**src/rtl/sram_slave_ctrl.sv**
```systemverilog
// Responder for the sram_interface request/ok protocol. Drives an asynchronous
// 32-bit SRAM with programmable read/write wait states and byte-lane enables.
module sram_slave_ctrl #(
  parameter int unsigned ADDR_W     = 20,
  parameter int unsigned READ_WAIT  = 2,
  parameter int unsigned WRITE_WAIT = 2
) (
  input  logic              clk,
  input  logic              rst,
  input  logic              s_req,
  input  logic              s_we,
  input  logic [31:0]       s_addr,
  input  logic [1:0]        s_mem_type,
  input  logic [31:0]       s_dout,
  output logic              s_ok,
  output logic [31:0]       s_din,
  output logic              s_err,
  output logic [ADDR_W-1:0] sram_addr,
  output logic [31:0]       sram_wdata,
  output logic              sram_data_oe,
  input  logic [31:0]       sram_rdata,
  output logic              sram_ce_n,
  output logic              sram_oe_n,
  output logic              sram_we_n,
  output logic [3:0]        sram_be_n
);

  typedef enum logic [2:0] {
    StIdle, StRead, StWrSetup, StWrPulse, StWrHold, StDone
  } state_e;

  state_e            state_q, state_d;
  logic [7:0]        cnt_q, cnt_d;
  logic [ADDR_W-1:0] addr_q, addr_d;
  logic [1:0]        lo_q, lo_d;
  logic [1:0]        type_q, type_d;
  logic [31:0]       wdata_q, wdata_d;
  logic [31:0]       din_q, din_d;
  logic [3:0]        be_q, be_d;
  logic              err_q, err_d;
  logic              ok_q, ok_d;
  logic              serr_q, serr_d;

  logic              req_illegal;
  logic [3:0]        req_be;
  logic [31:0]       req_wdata;
  logic [31:0]       rd_shift;
  logic [31:0]       rd_extract;

  // Request decode, evaluated on the live request fields in IDLE
  always_comb begin
    req_illegal = (s_mem_type == 2'd3) ||
                  ((s_mem_type == 2'd1) && s_addr[0]) ||
                  ((s_mem_type == 2'd2) && (s_addr[1:0] != 2'b00));
    req_be    = 4'hF;
    req_wdata = s_dout;
    case (s_mem_type)
      2'd0: begin
        req_be    = ~(4'b0001 << s_addr[1:0]);
        req_wdata = {4{s_dout[7:0]}};
      end
      2'd1: begin
        req_be    = s_addr[1] ? 4'b0011 : 4'b1100;
        req_wdata = {2{s_dout[15:0]}};
      end
      2'd2:    req_be = 4'h0;
      default: req_be = 4'hF;
    endcase
  end

  // Lane extraction; a legal half access always has lo_q[0] == 0
  always_comb begin
    rd_shift   = sram_rdata >> {lo_q, 3'b000};
    rd_extract = sram_rdata;
    case (type_q)
      2'd0:    rd_extract = {24'h0, rd_shift[7:0]};
      2'd1:    rd_extract = {16'h0, rd_shift[15:0]};
      default: rd_extract = sram_rdata;
    endcase
  end

  always_comb begin
    state_d = state_q;
    cnt_d   = cnt_q;
    addr_d  = addr_q;
    lo_d    = lo_q;
    type_d  = type_q;
    wdata_d = wdata_q;
    din_d   = din_q;
    be_d    = be_q;
    err_d   = err_q;
    ok_d    = 1'b0;
    serr_d  = 1'b0;
    case (state_q)
      StIdle: begin
        if (s_req) begin
          addr_d  = s_addr[ADDR_W+1:2];
          lo_d    = s_addr[1:0];
          type_d  = s_mem_type;
          wdata_d = req_wdata;
          be_d    = req_be;
          err_d   = req_illegal;
          cnt_d   = 8'd0;
          if (req_illegal) begin
            state_d = StDone;
            ok_d    = 1'b1;
            serr_d  = 1'b1;
          end else if (s_we) begin
            state_d = StWrSetup;
          end else begin
            state_d = StRead;
          end
        end
      end
      StRead: begin
        if (cnt_q == 8'(READ_WAIT - 1)) begin
          din_d   = rd_extract;
          state_d = StDone;
          ok_d    = 1'b1;
          serr_d  = err_q;
        end else begin
          cnt_d = cnt_q + 8'd1;
        end
      end
      StWrSetup: begin
        state_d = StWrPulse;
        cnt_d   = 8'd0;
      end
      StWrPulse: begin
        if (cnt_q == 8'(WRITE_WAIT - 1)) state_d = StWrHold;
        else                             cnt_d   = cnt_q + 8'd1;
      end
      StWrHold: begin
        state_d = StDone;
        ok_d    = 1'b1;
        serr_d  = err_q;
      end
      StDone:  state_d = StIdle;
      default: state_d = StIdle;
    endcase
  end

  always_ff @(posedge clk or posedge rst) begin
    if (rst) begin
      state_q <= StIdle;
      cnt_q   <= 8'd0;
      addr_q  <= '0;
      lo_q    <= 2'b00;
      type_q  <= 2'b00;
      wdata_q <= 32'h0;
      din_q   <= 32'h0;
      be_q    <= 4'hF;
      err_q   <= 1'b0;
      ok_q    <= 1'b0;
      serr_q  <= 1'b0;
    end else begin
      state_q <= state_d;
      cnt_q   <= cnt_d;
      addr_q  <= addr_d;
      lo_q    <= lo_d;
      type_q  <= type_d;
      wdata_q <= wdata_d;
      din_q   <= din_d;
      be_q    <= be_d;
      err_q   <= err_d;
      ok_q    <= ok_d;
      serr_q  <= serr_d;
    end
  end

  // Strobes decode straight from the state register so reset releases them at once
  logic in_write;
  always_comb begin
    in_write     = (state_q == StWrSetup) || (state_q == StWrPulse) || (state_q == StWrHold);
    sram_ce_n    = ~(in_write || (state_q == StRead));
    sram_oe_n    = ~(state_q == StRead);
    sram_we_n    = ~(state_q == StWrPulse);
    sram_data_oe = in_write;
    sram_be_n    = 4'hF;
    if (state_q == StRead) sram_be_n = 4'h0;
    else if (in_write)     sram_be_n = be_q;
  end

  assign sram_addr  = addr_q;
  assign sram_wdata = wdata_q;
  assign s_ok       = ok_q;
  assign s_err      = serr_q;
  assign s_din      = din_q;

endmodule

```
**config.mk**
```make
export PLATFORM = sky130hd
export DESIGN_NAME = sram_slave_ctrl
export DESIGN_NICKNAME = d
export VERILOG_FILES = /design/src/rtl/sram_slave_ctrl.sv
export SDC_FILE = /design/constraint.sdc
export NUM_CORES = 1
export LEC_CHECK = 0
export ABC_AREA = 1
export BUFFER_PORTS_ARGS = -buffer_cell sky130_fd_sc_hd__buf_2
export CAP_MARGIN = 20
export CORE_MARGIN = 4
export CORE_UTILIZATION = 40
export CTS_CLUSTER_SIZE = 25
export DETAILED_ROUTE_END_ITERATION = 8
export PLACE_DENSITY = 0.67
export SLEW_MARGIN = 20
export SYNTH_ARGS = -nofsm -noshare
export SYNTH_HDL_FRONTEND = slang
export SYNTH_SLANG_ARGS = --single-unit
export TNS_END_PERCENT = 5
```
**constraint.sdc**
```tcl
create_clock -name clk -period 7.49 [get_ports clk]
set_clock_uncertainty 0.15 [all_clocks]
set_input_delay 0.749 -clock clk [delete_from_list [all_inputs] [get_ports clk]]
set_output_delay 0.749 -clock clk [all_outputs]
set_load 0.005 [all_outputs]
```
# Word level (Yosys, flattened, before mapping)

Cells that the tools add are included.

Flip-flop bits (word level): 106
Bits in latches: 0
Memory bits (writable): 0
Memory bits (read-only): 0
Output and inout bits: 94
Memories kept: 0

Add/subtract/negate cells: 1
Multipliers: 0
Div/mod/pow operators: 0
Order comparisons: 0
Eq/ne operators: 13
Shifts and indexed selects: 2
Muxes and demuxes: 21
Bitwise logic cells: 4
Reduce and logical (&&, ||, !) cells: 17

Operators with widths:

| operator              | count |
|---|---|
| $pmux W32 S2          | 2 |
| $shr A32 B5 Y16       | 1 |
| $pmux W8 S3           | 1 |
| $mux W8               | 2 |
| $pmux W3 S5           | 1 |
| $mux W3               | 4 |
| $mux W4               | 3 |
| $pmux W4 S3           | 1 |
| $add A8 B1 Y8 const B | 1 |
| $eq A8 B1 Y1 const B  | 1 |
| $ne A2 B2 Y1 const B  | 4 |
| $eq A3 B2 Y1 const B  | 2 |
| $pmux W1 S3           | 2 |
| $reduce_and A3 Y1     | 2 |
| $logic_or A1 B1 Y1    | 5 |
| $eq A2 B1 Y1 const B  | 2 |
| $eq A2 B2 Y1 const B  | 2 |
| $logic_not A2 Y1      | 2 |
| $mux W1               | 4 |
| $not A4 Y4            | 1 |
| $reduce_and A2 Y1     | 2 |
| $shl A1 B2 Y4 const A | 1 |
| $eq A3 B1 Y1 const B  | 1 |
| $eq A3 B3 Y1 const B  | 1 |
| other kinds (7)       | 10 |

# Longest topological paths before layout

Gate-level depths: netlist (run 1).

Depth in word-level cells: 7
Mapped depth: 10
Depth with buffers taken out: 9

# Worst setup path before layout (run 1)

No wires, ideal clock.

Path kind: register -> output
Start point: register state_q[2]
End point: output port sram_be_n[0]
Data arrival time: 920 ps
Required time: 6591 ps
Setup slack: 5671 ps
Stages on the path, launching flop included: 5
Cells stage by stage: dfrtp_1 inv_1 o21ai_0 nand2_1 o21ai_0

Cells in the longest elaborated chain, start to end: 5
Elaborated cells on any way between the ends: 8
Classes of those cells: eq/ne: 4; mux: 2; reduce/logical: 2

Ends and longest elaborated chain:

| item                             | RTL line | source |
|---|---|---|
| start, declared                  | 32       | `state_e state_q, state_d;` |
| start signal, assigned           | 145      | `state_q <= StIdle;` |
| start signal, assigned           | 157      | `state_q <= state_d;` |
| $eq A3 B2 Y1                     | 174      | `in_write = (state_q == StWrSetup) \|\| (state_q == StWrPulse) \|\| (state_q == StWrHold);` |
| $logic_or A1 B1 Y1 (2 in series) | 174      |  |
| $mux W4                          | 181      | `else if (in_write) sram_be_n = be_q;` |
| $mux W4 *                        | 180      | `if (state_q == StRead) sram_be_n = 4'h0;` |
| end, declared                    | 25       | `output logic [3:0] sram_be_n` |

Every way passes the cells marked *; elsewhere a longest branch is shown, timed or not.

# Worst setup path after layout (run 1)

Start point: register state_q[2]
End point: output port sram_be_n[2]

The elaborated chain is that of the path after synthesis.

==> run_results.csv, run 1 <==
group,metric,value,unit
outcome,outcome,"complete, no violations",
cells_and_area,fin_nets,1025,
worst_setup_path,worstSetupPathType,"register to output pin",
floorplan,core_area,13300,sq um
clock_tree,path_clk_slew,0.08,ns
power,ir_drop,0.1662,mV
cells_and_area,syn_to_final_growth,22.81,%
synthesis,yosys_warnings,0,
clock_tree,cts_resized,0,
floorplan,initial_utilization,0.4113,
global_routing,grt-ovfl-total,0,
global_routing,grt_use_total,0.1915,
floorplan,io_pins,196,
power,p_per_area,381.8,nW/um^2
timing,fin_setup_tns,0,ns
run,cap_viol_max_count,0,
clock_tree,cts_tree,"yes",
worst_setup_path,crit_top_cell,"o21ai_0",
worst_setup_path,crit_family,"flip-flops",
timing,finalSetupViolCount,0,
routing,drt-pass1-iter-count,5,
placement,place.gp.congestion,0.8854,
cells_and_area,multiInputGateArea,2295,sq um
global_routing,grt_max_degree,65,
cells_and_area,final_cell_mix,"353 x nand2_1, 185 x buf_2, 102 x dfrtp_1, 76 x inv_1, 55 x nand3_1",
routing,drt.antenna.violating_nets,0,
worst_setup_path,rrSetupSlack,5.28,ns
hold_path,hold_path_class,"input port to async pin",
routing,vias,5206,
clock_tree,cts_buffers,9,
worst_setup_path,crit_slowest_cell,"dfrtp_1",
clock_tree,root_buffer,"clkbuf_16",
worst_setup_path,crit_buf_inv,2,
synthesis,syn_area,5468,sq um
cells_and_area,fillers,1382,
routing,drtIter0Drc,377,
cells_and_area,drive_gt1_frac,0.2419,
timing,timing.fmax,414.5,MHz
worst_setup_path,worst-r2r-cell-count,4,
power,finalPower,0.002564,W
routing,wl,14.62,mm
placement,hpwl,10.61,mm
clock_tree,postCtsSetupRepairBufs,0,
placement,placed_area,6430,sq um
synthesis,ys_seq_elements,106,
synthesis,synth.avg_cell_area,7.213,sq um
timing,final_max_slew_viol_count,0,
worst_setup_path,critPathLaunchType,"register",
worst_setup_path,crit_required,6.59,ns
clock_tree,cts.sinks,106,
timing,rsz0062_at_grt,"false",
timing,hold_viol_final,0,
routing,drc,0,
cells_and_area,antenna_cells,0,
worst_setup_path,worstPathCellList,"inv_1 > o21ai_0 > nand2_1 > o21ai_0 > buf_2",
floorplan,die_area,15600,sq um
placement,portBuffers,185,
global_routing,grt_pass1_wl,24.60,mm
clock_tree,clk_latency,0.35,ns
clock_tree,hold_buffers,0,
floorplan,fp.dieH,124.9,um
synthesis,yosysUniqueCellTypes,29,
synthesis,synth-seq-area-share,0.4860,
worst_setup_path,cp_max_fo,5,
cells_and_area,fin_area,6715,sq um
worst_setup_path,arrival,1.51,ns
worst_setup_path,reg2reg_to,"s_din[7]",
worst_setup_path,critPathCaptureType,"output pin",
worst_setup_path,cp.depth,5,
routing,vias_per_cell,4.724,
timing,relSlewSlack,0.2698,
clock_tree,h-tree-depth,3,
synthesis,syn_nets,862,
global_routing,grt_pass1_vias,4951,
global_routing,antenna_found_initial,0,
worst_setup_path,r2r-start,"type_q[1]",
floorplan,rows,42,
timing,period_needed,2.413,ns
power,leakage,3.867,nW
clock_tree,ctsLongestPathBuffers,2,
synthesis,syn_inst,758,
timing,worst_slew_pin_slew,1.095,ns
cells_and_area,seq_area,2658,sq um
floorplan,die_w,124.9,um
routing,wire_per_inst,13.26,um
cells_and_area,mostFrequentLayoutCell,"nand2_1",
worst_setup_path,cpPeakStageDelay,0.47,ns
timing,fin_crit_sh,0.3221,
[report_power, final]
group / total [W] / switching [W] / internal [W] / leakage (nW)
Combinational: 0.00108 / 0.000644 / 0.000437 / 2.40
Clock: 0.000461 / 0.000230 / 0.000232 / 0.136
Sequential: 0.00102 / 0.000193 / 0.000829 / 1.33
[sequential cells by signal (all words and copies together) (netlist names), 2 cells and up]
register and flops:
lo_q 2, sram_addr 20, type_q 2, cnt_q 8
sram_wdata 32, s_din 32, be_q 4, state_q 3
[routing by layer]
layer,track usage,up-vias,routed length (um)
li1,-,2661,-
met1,0.2598,2350,6701
met2,0.2872,176,6325
met3,0.05961,19,1253
met4,0.07589,0,334
met5,0,-,0
[cell families (layout without fill, tap and decap cells)]
family,count (synthesis),after routing,share of synthesized area
flip-flops,106,106,0.4860
adder cells (fa/ha/maj),2,2,0.004576
AO/OA/AOI/OAI,87,87,0.08375
buffers and inverters,118,286,0.09428
AND/OR/NAND/NOR,445,445,0.3313
[final cells by class]
| class | instances | area share |
|---|---|---|
| inverter | 83 | 0.04714 |
| tap | 176 | 0.03279 |
| sequential | 106 | 0.3958 |
| multi-input combinational | 534 | 0.3417 |
| clock inverter | 7 | 0.008944 |
| timing repair buffer | 187 | 0.1401 |
| clock buffer | 9 | 0.03354 |
[cells in the mapped netlist, drive strengths merged]
cell type | n | area, sq um
o21a | 7 | 52.55
dfstp | 4 | 105.1
o21ai | 68 | 340.3
buf | 27 | 171.4
nor3b | 1 | 7.510
nor2 | 25 | 123.9
nand3b | 2 | 15.01
or2 | 1 | 6.260
ha | 2 | 25.02
o211ai | 1 | 7.510
dfrtp | 102 | 2552
o31ai | 1 | 7.510
nand2 | 357 | 1360
nand3 | 55 | 275.3
clkbuf | 8 | 30.03
inv | 82 | 310.3
clkinv | 1 | 3.750
a21oi | 10 | 50.05
nor3 | 1 | 5.000
nand4 | 3 | 18.77
[per-stage QoR]
| step | worst slack [ns] | utilization | hold WS (ns) | std cells |
|---|---|---|---|---|
| after global routing | 4.874 | 0.5051 | 0.3355 | 1102 |
| after detailed placement | 4.964 | 0.4836 | 0.3038 | 1086 |
| after floorplan | 3.809 | - | 0.3145 | 758 |
| final | 5.077 | 0.5051 | 0.3076 | 1102 |
| after global placement | 5.032 | 0.4836 | 0.2995 | 1086 |
| after CTS | 5.052 | 0.5051 | 0.3238 | 1102 |
[worst max-delay path by stage]
stage | from | endpoint | slack, ns
after floorplan | rst | cnt_q[0] | 3.81
after global placement | s_mem_type[1] | sram_wdata[28] | 5.03
after detailed placement | s_mem_type[1] | sram_wdata[28] | 4.96
after CTS | state_q[2] | sram_be_n[1] | 5.05
after global routing | state_q[2] | sram_be_n[0] | 4.87
final | state_q[2] | sram_be_n[2] | 5.08
(Power assumes the default switching activity.)
==> run 2: changes to the inputs <==
Settings changed: ABC_AREA 1 to 0, PLACE_DENSITY 0.67 to 0.7.
Clock period 7.49 ns to 2 ns, I/O delays scaled along.
==> run 2 against run 1 <==
Compared with the run above: die area fell by 7.2%; via count decreased by 7.1%; sequential power rose to 3.7 times the previous value; critical path depth stayed put; final area up 5.9%; clock power rose to 3.8 times the previous value; area after synthesis is 7.7% lower; final cell count down 12%; utilization is 7.9 points higher; global-route usage up 2.0 points; sequential share of layout area is 2.2 points lower; worst setup slack lost 4.9 ns.
==> run_results.csv, run 2 <==
group,metric,value,unit
floorplan,fp.dieH,120.3,um
clock_tree,cts_tree,"yes",
global_routing,grt_pass1_vias,5031,
worst_setup_path,worstSetupPathType,"register to output pin",
power,p_per_area,1328,nW/um^2
run,cap_viol_max_count,0,
floorplan,core_area,12160,sq um
routing,vias,4834,
timing,fin_crit_sh,0.9060,
synthesis,syn_nets,663,
timing,worst_slew_pin_slew,0.6165,ns
synthesis,synthArstFlopShare,1.000,
routing,drc,0,
global_routing,antenna_found_initial,0,
synthesis,syn_area,5047,sq um
global_routing,grt-ovfl-total,0,
cells_and_area,fin_nets,897,
synthesis,synth-seq-area-share,0.5265,
cells_and_area,mostFrequentLayoutCell,"buf_2",
synthesis,synth_most_common_cell,"nand2_1",
worst_setup_path,critPathCaptureType,"output pin",
worst_setup_path,arrival,1.46,ns
placement,placed_area,6201,sq um
clock_tree,cts.sinks,106,
synthesis,syn_inst,559,
synthesis,yosys_warnings,0,
synthesis,synthTopCellsByCount,"173 x nand2_1, 102 x dfrtp_1, 35 x mux2i_1",
timing,finalSetupViolCount,0,
cells_and_area,final_cell_mix,"185 x buf_2, 172 x nand2_1, 100 x dfrtp_1, 60 x dlygate4sd3_1, 35 x mux2i_1",
synthesis,synthTopCellsByArea,"dfrtp_1 51%, nand2_1 13%, mux2i_1 6.9%, a2bb2oi_1 4.0%, o21ai_0 3.4%",
routing,wl,15.02,mm
placement,hpwl,10.43,mm
clock_tree,clk_latency,0.35,ns
global_routing,grt_use_total,0.2111,
routing,wire_per_inst,15.53,um
placement,place.gp.congestion,0.9386,
timing,whs,0.01745,ns
clock_tree,root_buffer,"clkbuf_16",
clock_tree,ctsLongestPathBuffers,2,
power,leakage,3.747,nW
power,p_clk_frac,0.186,
routing,vias_per_cell,4.999,
synthesis,ys_seq_elements,106,
synthesis,yosysTopAreaCellShare,0.5057,
timing,final_max_slew_viol_count,0,
clock_tree,h-tree-depth,3,
routing,drtIter0Drc,243,
synthesis,yosys_most_used_dff,"dfrtp_1",
routing,drt.antenna.violating_nets,0,
synthesis,yosysTopAreaCell,"dfrtp_1",
cells_and_area,fin_area,7109,sq um
power,seqPwrFrac,0.404,
synthesis,synth_edf_count,0,
timing,timing.fmax,551.9,MHz
power,intPower,0.005981,W
timing,relSlewSlack,0.5890,
global_routing,grt_max_degree,74,
worst_setup_path,critPathLaunchType,"register",
floorplan,io_pins,196,
power,ir_drop,0.5496,mV
timing,fin_setup_tns,0,ns
power,switching_power,0.003462,W
clock_tree,postCtsSetupRepairBufs,0,
power,switching_share,0.3666,
cells_and_area,drive_gt1_frac,0.2920,
timing,period_needed,1.812,ns
placement,portBuffers,185,
floorplan,die_w,120.3,um
power,combPwrFrac,0.410,
timing,rsz0062_at_grt,"false",
synthesis,synth.avg_cell_area,9.029,sq um
worst_setup_path,crit_required,1.65,ns
floorplan,rows,40,
timing,hold_viol_final,0,
worst_setup_path,worst-r2r-cell-count,5,
clock_tree,path_clk_slew,0.07,ns
outcome,outcome,"complete, no violations",
synthesis,yosysUniqueCellTypes,38,
worst_setup_path,cp_max_fo,8,
hold_path,hold_path_class,"input port to register",
clock_tree,cts_buffers,9,
hold_path,whs_path_depth,3,
cells_and_area,syn_to_final_growth,40.85,%
routing,drt-pass1-iter-count,4,
global_routing,grt_pass1_wl,24.63,mm
floorplan,initial_utilization,0.4150,
floorplan,die_area,14480,sq um
[run 2: cell types whose count changed after synthesis, moves of 11 or more]
cell	change
a21oi_1	+19
nand3_1	-34
nor2_1	+14
inv_1	-70
o21ai_0	-20
clkbuf_1	+11
mux2i_1	+35
a2bb2oi_1	+23
nand2_1	-180
[run 2: timing repair]
action | CTS | global route
setup endpoints to repair | 0 | 5
endpoints found under the hold margin | 161 | 0
hold buffers | 60 | 0
gates resized for setup | 0 | 4
[run 2: final timing paths]
kind | from | to | slack [ns]
max | state_q[1] | sram_be_n[2] | 0.19
min reg2reg | s_din[25] | s_din[25] | 0.31
min | s_dout[25] | sram_wdata[25] | 0.02
max in group asynchronous | rst | sram_addr[11] | 0.79
max reg2reg | lo_q[1] | s_din[13] | 0.21
min in group asynchronous | rst | sram_addr[12] | 0.33
[run 2: cell families (layout without fill, tap and decap cells)]
family,after synthesis,after routing,synth area share
adder cells (fa/ha/maj),2,2,0.004957
multiplexers,36,36,0.07164
XOR/XNOR,4,4,0.006940
buffers and inverters,47,286,0.04214
AND/OR/NAND/NOR,252,252,0.2105
AO/OA/AOI/OAI,112,112,0.1373
flip-flops,106,106,0.5265
other,0,1,0
[run 2: worst max-delay path, stage by stage (launching register included)]
cell     delay [ns]
dfrtp_2        0.48
nor3b_4        0.24
inv_1          0.12
nand2_1        0.09
nand2_1        0.05
buf_2          0.13
[run 2: area by class of cell]
cell class / instances / area, sq um
Inverter: 7 / 30.03
Clock buffer: 10 / 229.0
Antenna cell: 1 / 2.502
Timing Repair Buffer: 263 / 1724
Multi-Input combinational cell: 406 / 2188
Clock inverter: 6 / 65.06
Fill cell: 1063 / 5052
Sequential cell: 106 / 2660
Tap cell: 168 / 210.2
[run 2: power groups by stage]
stage | Combinational (W) | Clock (W) | Sequential, W
after floorplan | 0.00219 | 0 | 0.00376
after global placement | 0.00369 | 0 | 0.00377
after detailed placement | 0.00380 | 0 | 0.00381
after CTS | 0.00388 | 0.00182 | 0.00379
after global routing | 0.00438 | 0.00191 | 0.00395
final | 0.00387 | 0.00176 | 0.00381
[run 2: metal layers]
metal | GRT usage | vias up | wire [um]
met5 | 0 | - | 0
met4 | 0.08924 | 0 | 370
met3 | 0.05426 | 29 | 1181
met2 | 0.3519 | 194 | 7276
met1 | 0.2607 | 2256 | 6189
li1 | - | 2355 | -
[run 2: through the flow]
step	instances	utilization	setup slack (ns)	total power (W)
floorplan	559	-	0.3478	0.005950
global placement	890	0.5099	0.3044	0.007459
detailed placement	890	0.5099	0.2674	0.007611
CTS	966	0.5834	0.09985	0.009498
global route	966	0.5844	0.02878	0.01024
finish	967	0.5846	0.1880	0.009442
